### config.mk
export PLATFORM = sky130hd
export DESIGN_NAME = bin2bcd_seq
export DESIGN_NICKNAME = d
export VERILOG_FILES = /design/src/rtl/bin2bcd_pkg.sv /design/src/rtl/bcd_digit_adj.sv /design/src/rtl/bin2bcd_seq.sv
export SDC_FILE = /design/constraint.sdc
export NUM_CORES = 1
export LEC_CHECK = 0
export ABC_AREA = 1
export CAP_MARGIN = 40
export CORE_UTILIZATION = 50
export CTS_BUF_LIST = sky130_fd_sc_hd__clkbuf_8
export CTS_CLUSTER_DIAMETER = 150
export DETAILED_ROUTE_END_ITERATION = 6
export GPL_TIMING_DRIVEN = 0
export PLACE_DENSITY_LB_ADDON = 0.1
export SYNTH_ARGS = -nofsm -noshare
export SYNTH_HDL_FRONTEND = slang
export SYNTH_SLANG_ARGS = --single-unit
### constraint.sdc
create_clock -name clk -period 1.8 [get_ports clk]
set_input_delay 0.18 -clock clk [delete_from_list [all_inputs] [get_ports clk]]
set_output_delay 0.18 -clock clk [all_outputs]
set_load 0.05 [all_outputs]
### src/rtl/bin2bcd_pkg.sv
// Shared types and constants for the sequential binary-to-BCD converter.
package bin2bcd_pkg;

    typedef enum logic {
        IDLE  = 1'b0,
        SHIFT = 1'b1
    } state_t;

    localparam int unsigned BIN_W_DEF  = 32;
    localparam int unsigned DIGITS_DEF = 8;

    // Iteration counter width for a given input width.
    function automatic int cnt_width(input int unsigned bin_w);
        return (bin_w > 1) ? $clog2(bin_w) : 1;
    endfunction

    // Largest value representable in the given number of BCD digits (10^digits - 1).
    function automatic logic [63:0] max_value(input int unsigned digits);
        logic [63:0] r;
        r = 64'd1;
        for (int unsigned i = 0; i < digits; i++) r = r * 64'd10;
        return r - 64'd1;
    endfunction

    // Packed BCD pattern with every digit set to 9.
    function automatic logic [63:0] all_nines(input int unsigned digits);
        logic [63:0] r;
        r = 64'd0;
        for (int unsigned i = 0; i < digits; i++) r = (r << 4) | 64'h9;
        return r;
    endfunction

endpackage

### src/rtl/bcd_digit_adj.sv
// Double-dabble digit correction: add 3 to a BCD digit of 5 or more.
module bcd_digit_adj (
    input  logic [3:0] digit,
    output logic [3:0] adj_c
);

    assign adj_c = (digit >= 4'd5) ? digit + 4'd3 : digit;

endmodule

### src/rtl/bin2bcd_seq.sv
// Sequential shift-add-3 binary-to-BCD converter, one input bit per clock.
// Optional BIN2BCD_OVF_SAT_EN: saturate bcd_out to all nines on overflow.
module bin2bcd_seq
    import bin2bcd_pkg::*;
#(
    parameter int unsigned BIN_W  = BIN_W_DEF,
    parameter int unsigned DIGITS = DIGITS_DEF
) (
    input  logic                  clk,
    input  logic                  rst,
    input  logic [BIN_W-1:0]      in_bin,
    input  logic                  in_valid,
    output logic                  in_ready,
    output logic [4*DIGITS-1:0]   bcd_out,
    output logic                  done,
    output logic                  ovf
);

    localparam int unsigned BW    = 4 * DIGITS;
    localparam int unsigned CNT_W = cnt_width(BIN_W);
    localparam logic [63:0] MAX_VAL = max_value(DIGITS);
`ifdef BIN2BCD_OVF_SAT_EN
    localparam logic [BW-1:0] ALL_NINES = BW'(all_nines(DIGITS));
`endif

    state_t             state_q, state_d;
    logic [BIN_W-1:0]   shift_q, shift_d;
    logic [BW-1:0]      work_q, work_d;
    logic [CNT_W-1:0]   cnt_q, cnt_d;
    logic               ovf_pend_q, ovf_pend_d;
    logic [BW-1:0]      bcd_d;
    logic               done_d, ovf_d, ready_d;

    logic [BW-1:0]      work_adj;
    logic [BW-1:0]      work_shift;
    logic               unused_top;

    // Per-digit add-3 correction ahead of the shift.
    for (genvar g = 0; g < DIGITS; g++) begin : g_adj
        bcd_digit_adj u_adj (
            .digit (work_q[4*g +: 4]),
            .adj_c (work_adj[4*g +: 4])
        );
    end

    // Top work bit falls off: it represents 10^DIGITS, giving a mod-10^DIGITS result.
    assign work_shift = {work_adj[BW-2:0], shift_q[BIN_W-1]};
    assign unused_top = work_adj[BW-1];

    always_ff @(posedge clk) begin
        if (rst) begin
            state_q    <= IDLE;
            shift_q    <= '0;
            work_q     <= '0;
            cnt_q      <= '0;
            ovf_pend_q <= 1'b0;
            bcd_out    <= '0;
            done       <= 1'b0;
            ovf        <= 1'b0;
            in_ready   <= 1'b1;
        end else begin
            state_q    <= state_d;
            shift_q    <= shift_d;
            work_q     <= work_d;
            cnt_q      <= cnt_d;
            ovf_pend_q <= ovf_pend_d;
            bcd_out    <= bcd_d;
            done       <= done_d;
            ovf        <= ovf_d;
            in_ready   <= ready_d;
        end
    end

    always_comb begin
        state_d    = state_q;
        shift_d    = shift_q;
        work_d     = work_q;
        cnt_d      = cnt_q;
        ovf_pend_d = ovf_pend_q;
        bcd_d      = bcd_out;
        done_d     = 1'b0;
        ovf_d      = ovf;
        ready_d    = in_ready;

        case (state_q)
            IDLE: begin
                if (in_valid && in_ready) begin
                    shift_d    = in_bin;
                    work_d     = '0;
                    cnt_d      = '0;
                    ovf_pend_d = 64'(in_bin) > MAX_VAL;
                    ready_d    = 1'b0;
                    state_d    = SHIFT;
                end
            end
            SHIFT: begin
                work_d  = work_shift;
                shift_d = shift_q << 1;
                cnt_d   = cnt_q + CNT_W'(1);
                if (cnt_q == CNT_W'(BIN_W - 1)) begin
`ifdef BIN2BCD_OVF_SAT_EN
                    bcd_d = ovf_pend_q ? ALL_NINES : work_shift;
`else
                    bcd_d = work_shift;
`endif
                    cnt_d   = '0;
                    done_d  = 1'b1;
                    ovf_d   = ovf_pend_q;
                    ready_d = 1'b1;
                    state_d = IDLE;
                end
            end
            default: begin
                state_d = IDLE;
                ready_d = 1'b1;
            end
        endcase
    end

endmodule
==> Word-level counts from Yosys, hierarchy flattened <==
Index checks and enable logic that the tools add are counted.
{ "totals": {"reg_bits": 106, "latch_bits": 0, "mem_bits_rw": 0, "mem_bits_ro": 0, "input_bits": 35, "out_inout_bits": 35, "memories": 0} }
{ "op_classes": {"add_sub_neg": 9, "mul": 0, "n_div": 0, "order_cmp": 9, "n_eq_ne": 3, "shift": 0, "n_mux": 22, "n_bitwise": 1, "n_reduce_logical": 5} }
{ "op_table": {"columns": ["cell", "n"], "rows": [
  ["32-bit one-hot mux with 2 select lines", 2],
  ["32-bit two-way mux", 2],
  ["4-bit by 3-bit >= comparator with 1-bit output (second input constant)", 8],
  ["32-bit by 27-bit greater-than comparator with 1-bit output (second input constant)", 1],
  ["4-bit by 2-bit adder with 4-bit output (second input constant)", 7],
  ["4-bit two-way mux", 7],
  ["5-bit two-way mux", 2],
  ["5-bit one-hot mux with 2 select lines", 1],
  ["2-bit AND reduction", 3],
  ["5-bit by 1-bit adder with 5-bit output (second input constant)", 1],
  ["5-bit == test (second input constant)", 1],
  ["1-bit two-way mux", 5],
  ["1-bit one-hot mux with 2 select lines", 2],
  ["3-bit by 2-bit adder with 3-bit output (second input constant)", 1],
  ["3-bit two-way mux", 1],
  ["2-bit by 1-bit inequality test with 1-bit output (second input constant)", 1],
  ["2-bit inequality test (second input constant)", 1],
  ["2-bit OR reduction", 1],
  ["1-bit logical AND", 1],
  ["1-bit NOT", 1]
]} }

==> Depth between registers and ports, before layout <==
{ "logic_depth": {"ltp_word": 3, "mapped_depth": 10, "ltp_nobuf": 10} }

==> Cells and area by module <==
Synthesis repeated with hierarchy kept, for this count alone.
{ "hier_totals": {"hier_cells": 663, "area_unflattened_um2": 5061.1} }
{ "modules_own_cells": {"columns": ["mod", "instances", "cells_per_inst", "area_each_um2", "seq_area_each_um2"], "rows": [
  ["bin2bcd_seq", 1, 479, 3980.1, 2122.0],
  ["bcd_digit_adj", 8, 23, 135.1, 0.0]
]} }

==> Worst setup path after synthesis <==
No wires, ideal clock.
{ "synth_path": {"path_type": "reg-to-reg", "start": "register cnt_q[0]", "end": "register bcd_out[11]", "setup_ns": 0.117, "arrival_time_ns": 1.463, "setup_slack_ns": 0.221, "stages_incl_launch_ff": 10, "n_path_buf": 1, "path_cell_list": "dfxtp_1 ha_1 inv_1 nor3_1 ha_1 nand2_2 inv_1 nor2_4 buf_4 a22o_1"} }
{ "synth_between": {"elab_chain_cells": 2} }
{ "synth_rtl": {"columns": ["element", "line_no", "rtl"], "rows": [
  ["start: declaration", "bin2bcd_seq.sv:29", "logic [CNT_W-1:0] cnt_q, cnt_d;"],
  ["start signal: assignment", "bin2bcd_seq.sv:65", "cnt_q <= cnt_d;"],
  ["5-bit == test", "bin2bcd_seq.sv:100", "if (cnt_q == CNT_W'(BIN_W - 1)) begin"],
  ["2-bit AND reduction (no source line)", null, null],
  ["end signal: assignment", "bin2bcd_seq.sv:57", "bcd_out <= '0;"],
  ["end signal: assignment", "bin2bcd_seq.sv:67", "bcd_out <= bcd_d;"],
  ["end: declaration", "bin2bcd_seq.sv:14", "output logic [4*DIGITS-1:0] bcd_out,"]
]} }
No other way between the ends.
A chain may end at the register's enable or synchronous reset.

==> Worst setup path after layout <==
{ "layout_path": {"start": "register cnt_q[0]", "end": "register bcd_out[28]"} }
Same word-level chain as after synthesis.

==> load_flow_metrics.sql <==
INSERT INTO impl_metrics (metric_group, metric, value, unit) VALUES
('pwr', 'combPwrFrac', '9.9', '%'),
('critical_path', 'critPathRequiredTime', '2110', 'ps'),
('status', 'status', 'completed', ''),
('routing', 'post_drt_via_cell_ratio', '5.09', ''),
('pwr', 'power_frac_seq', '55.8', '%'),
('pwr', 'power.density', '747', 'mW/mm^2'),
('timing', 'timing_max_transition_violations_final', '0', ''),
('critical_path', 'cp_data_arrival_time', '2050', 'ps'),
('routing', 'drt_drc_violations_left', '0', ''),
('cts', 'insertion_delay', '360', 'ps'),
('finish', 'layout_common_cells', '206 x sky130_fd_sc_hd__nand2_1, 104 x sky130_fd_sc_hd__dfxtp_1, 67 x sky130_fd_sc_hd__clkdlybuf4s50_1, 60 x sky130_fd_sc_hd__inv_1, 38 x sky130_fd_sc_hd__a21oi_1', ''),
('grt', 'global_route.usage.total', '23.4', '%'),
('logic_synthesis', 'synth_area_leader_cell', 'sky130_fd_sc_hd__dfxtp_1', ''),
('die', 'floorplan.die.width', '99.5', 'um'),
('timing', 'tightestPinTransition', '574', 'ps'),
('die', 'design.core.area', '0.00924', 'sq mm'),
('critical_path', 'worstSetupPathType', 'register to register', ''),
('worst_hold_path', 'whs_path_depth', '3', ''),
('pwr', 'power_frac_clock', '34.3', '%'),
('pwr', 'power_switching', '1090', 'uW'),
('die', 'core.rowCount', '35', ''),
('timing', 'skew', '12.4', 'ps'),
('die', 'dieHeight', '99.5', 'um'),
('placement', 'dp_hpwl', '8000', 'um'),
('critical_path', 'worst_path_max_delay_cell', 'sky130_fd_sc_hd__dfxtp_4', ''),
('pwr', 'worst_vdd_ir', '0.339', 'mV'),
('logic_synthesis', 'synthDistinctLibCells', '26', ''),
('timing', 'worst_hold_slack', '390', 'ps'),
('routing', 'drt-total-wl', '11100', 'um'),
('pwr', 'switching_share', '24.9', '%'),
('cts', 'tritoncts', 'built', ''),
('critical_path', 'setup_slack_reg_to_reg', '60', 'ps'),
('finish', 'layout.cells.most_common', 'sky130_fd_sc_hd__nand2_1', ''),
('critical_path', 'cp_max_fo', '10', ''),
('timing', 'setup_viol', '0', ''),
('critical_path', 'path_delay_family', 'simple AND/OR/NAND/NOR gates', ''),
('grt', 'first_global_vias', '4173', ''),
('logic_synthesis', 'netlist_instances', '629', ''),
('worst_hold_path', 'timing.hold.worst_endpoint', 'shift_q[6]$_SDFFE_PP0P_', ''),
('cts', 'root_buffer', 'sky130_fd_sc_hd__clkbuf_8', ''),
('placement', 'portBuffers', '68', ''),
('critical_path', 'buf_inv_stages_crit_path', '2', ''),
('cts', 'cts_hold_buf', '0', ''),
('cts', 'cts.path.max_buffers', '2', ''),
('timing', 'finalHoldViolations', '0', ''),
('job', 'maxCapViolCount', '0', ''),
('routing', 'firstDrtPassIters', '5', ''),
('die', 'die_area', '0.00989', 'sq mm'),
('timing', 'unrepaired_setup_endpoints_after_global_routing', 'yes', ''),
('grt', 'antenna_violations_before_repair', '0', ''),
('logic_synthesis', 'synth_largest_type_area_fraction', '44.7', '%'),
('logic_synthesis', 'synth-seq-area-share', '44.7', '%'),
('critical_path', 'path_cells', 'ha_4, inv_4, nor3_4, ha_2, nand2_2, nor2_4, buf_4, nand3_1, nand2_1', ''),
('cts', 'cts-buffers-inserted', '9', ''),
('pwr', 'power.leakage', '0.00215', 'uW'),
('cts', 'clkSlewWorstSetupHoldPaths', '100', 'ps'),
('timing', 'period_share', '96.6', '%'),
('die', 'initial_cell_density_of_the_core', '51.4', '%'),
('critical_path', 'crit-reg2reg-capture', 'bcd_out[28]$_SDFFE_PP0P_', ''),
('finish', 'finalNetCount', '763', ''),
('pwr', 'power_report.internal_total', '3290', 'uW'),
('routing', 'wire_per_inst', '13.2', 'um'),
('logic_synthesis', 'flip_flop_and_latch_count_after_synthesis', '106', ''),
('placement', 'gp_congestion', '0.858', ''),
('critical_path', 'r2r-start', 'cnt_q[0]$_SDFFE_PP0P_', ''),
('finish', 'nFillCells', '836', ''),
('worst_hold_path', 'holdCritStartpoint', 'in_bin[6]', ''),
('logic_synthesis', 'synth.area.top_cells', 'sky130_fd_sc_hd__dfxtp_1 45%, sky130_fd_sc_hd__nand2_1 16%, sky130_fd_sc_hd__inv_1 4.9%', ''),
('cts', 'clkSinkCount', '106', ''),
('finish', 'antenna_fix_cells', '0', ''),
('logic_synthesis', 'mappedNetlistNets', '682', '');
==> worst min-delay path, delay by kind of cell <==
kind,cells,cell delay [ps]
compound gates,1,70
buf+inv,1,390
simple gates,1,60
==> layout make-up <==
type | count | area, sq um | share of cell area (%)
Timing Repair Buffer | 69 | 687 | 11.7
Clock buffer | 11 | 151 | 2.58
Tap cell | 129 | 161 | 2.75
Buffer | 29 | 171 | 2.93
Timing Repair inverter | 1 | 7.51 | 0.128
Clock inverter | 4 | 51.3 | 0.876
Inverter | 64 | 246 | 4.21
Multi-Input combinational cell | 430 | 2250 | 38.5
Sequential cell | 106 | 2130 | 36.3
==> cells by family (layout without fill, tap and decap cells) <==
kind of cell,count (synthesis),count (layout),synth area share [%]
simple gates,266,266,22.2
flops,106,106,44.7
compound gates,130,130,17.0
buf+inv,93,178,8.43
fa+ha+maj,18,18,4.74
xor+xnor,16,16,2.95
==> what timing repair did <==
action,4_1_cts,5_1_grt
pin swaps,0,8
endpoints found under the setup margin,31,32
resized for setup,6,17
cloned,1,0
setup buffers,1,0
==> routing by layer <==
layer	part of all wire, %	global-route usage (%)	vias up
li1	-	-	2196
met1	44	27.8	1954
met2	50	42.1	124
met3	4.4	3.02	18
met4	1.8	10.7	0
met5	0	0	-
==> stage by stage <==
step	total power, uW	cells	setup slack (ps)	TNS [ps]	cell area [sq um]
after global placement	2920	826	4.50	0	5590
after CTS	4410	843	9.10	0	5820
after floorplan	2740	629	221	0	4750
final	4370	843	61.8	0	5860
after detailed placement	2930	826	-43.2	-284	5590
after global routing	4570	843	-25.9	-105	5860
==> worst max-delay path by stage <==
stage / from / end / slack (ps) / cells after the start
2_1_floorplan: cnt_q[0]$_SDFFE_PP0P_ / bcd_out[11]$_SDFFE_PP0P_ / 220 / 9
3_3_place_gp: cnt_q[0]$_SDFFE_PP0P_ / bcd_out[28]$_SDFFE_PP0P_ / 4 / 9
3_5_place_dp: cnt_q[0]$_SDFFE_PP0P_ / bcd_out[29]$_SDFFE_PP0P_ / -40 / 10
4_1_cts: cnt_q[1]$_SDFFE_PP0P_ / bcd_out[21]$_SDFFE_PP0P_ / 9 / 8
5_1_grt: cnt_q[0]$_SDFFE_PP0P_ / bcd_out[28]$_SDFFE_PP0P_ / -30 / 9
6_report: cnt_q[0]$_SDFFE_PP0P_ / bcd_out[28]$_SDFFE_PP0P_ / 60 / 9
==> Yosys cell counts, drive strengths merged <==
cell type / count
a21oi: 39
a221oi: 1
a22o: 16
a31oi: 31
a32o: 1
buf: 23
clkbuf: 6
dfxtp: 106
ha: 18
inv: 64
nand2: 207
nand3: 17
nand4: 2
nor2: 37
nor3: 2
nor3b: 1
o21a: 8
o21ai: 26
o22ai: 8
xor2: 16
==> flip-flops by register name, summed over array words and instances (netlist names) <==
signal	count
bcd_out	32
cnt_q	5
done	1
in_ready	1
ovf	1
ovf_pend_q	1
shift_q	32
state_q	1
work_q	32
==> power by group through the flow <==
stage	Sequential, uW	Combinational (uW)	Clock [uW]
finish	2440	435	1500
global route	2450	484	1630
CTS	2440	437	1540
detailed placement	2490	437	0
global placement	2490	430	0
floorplan	2490	254	0
No activity file was read; power rests on OpenSTA's default activity.
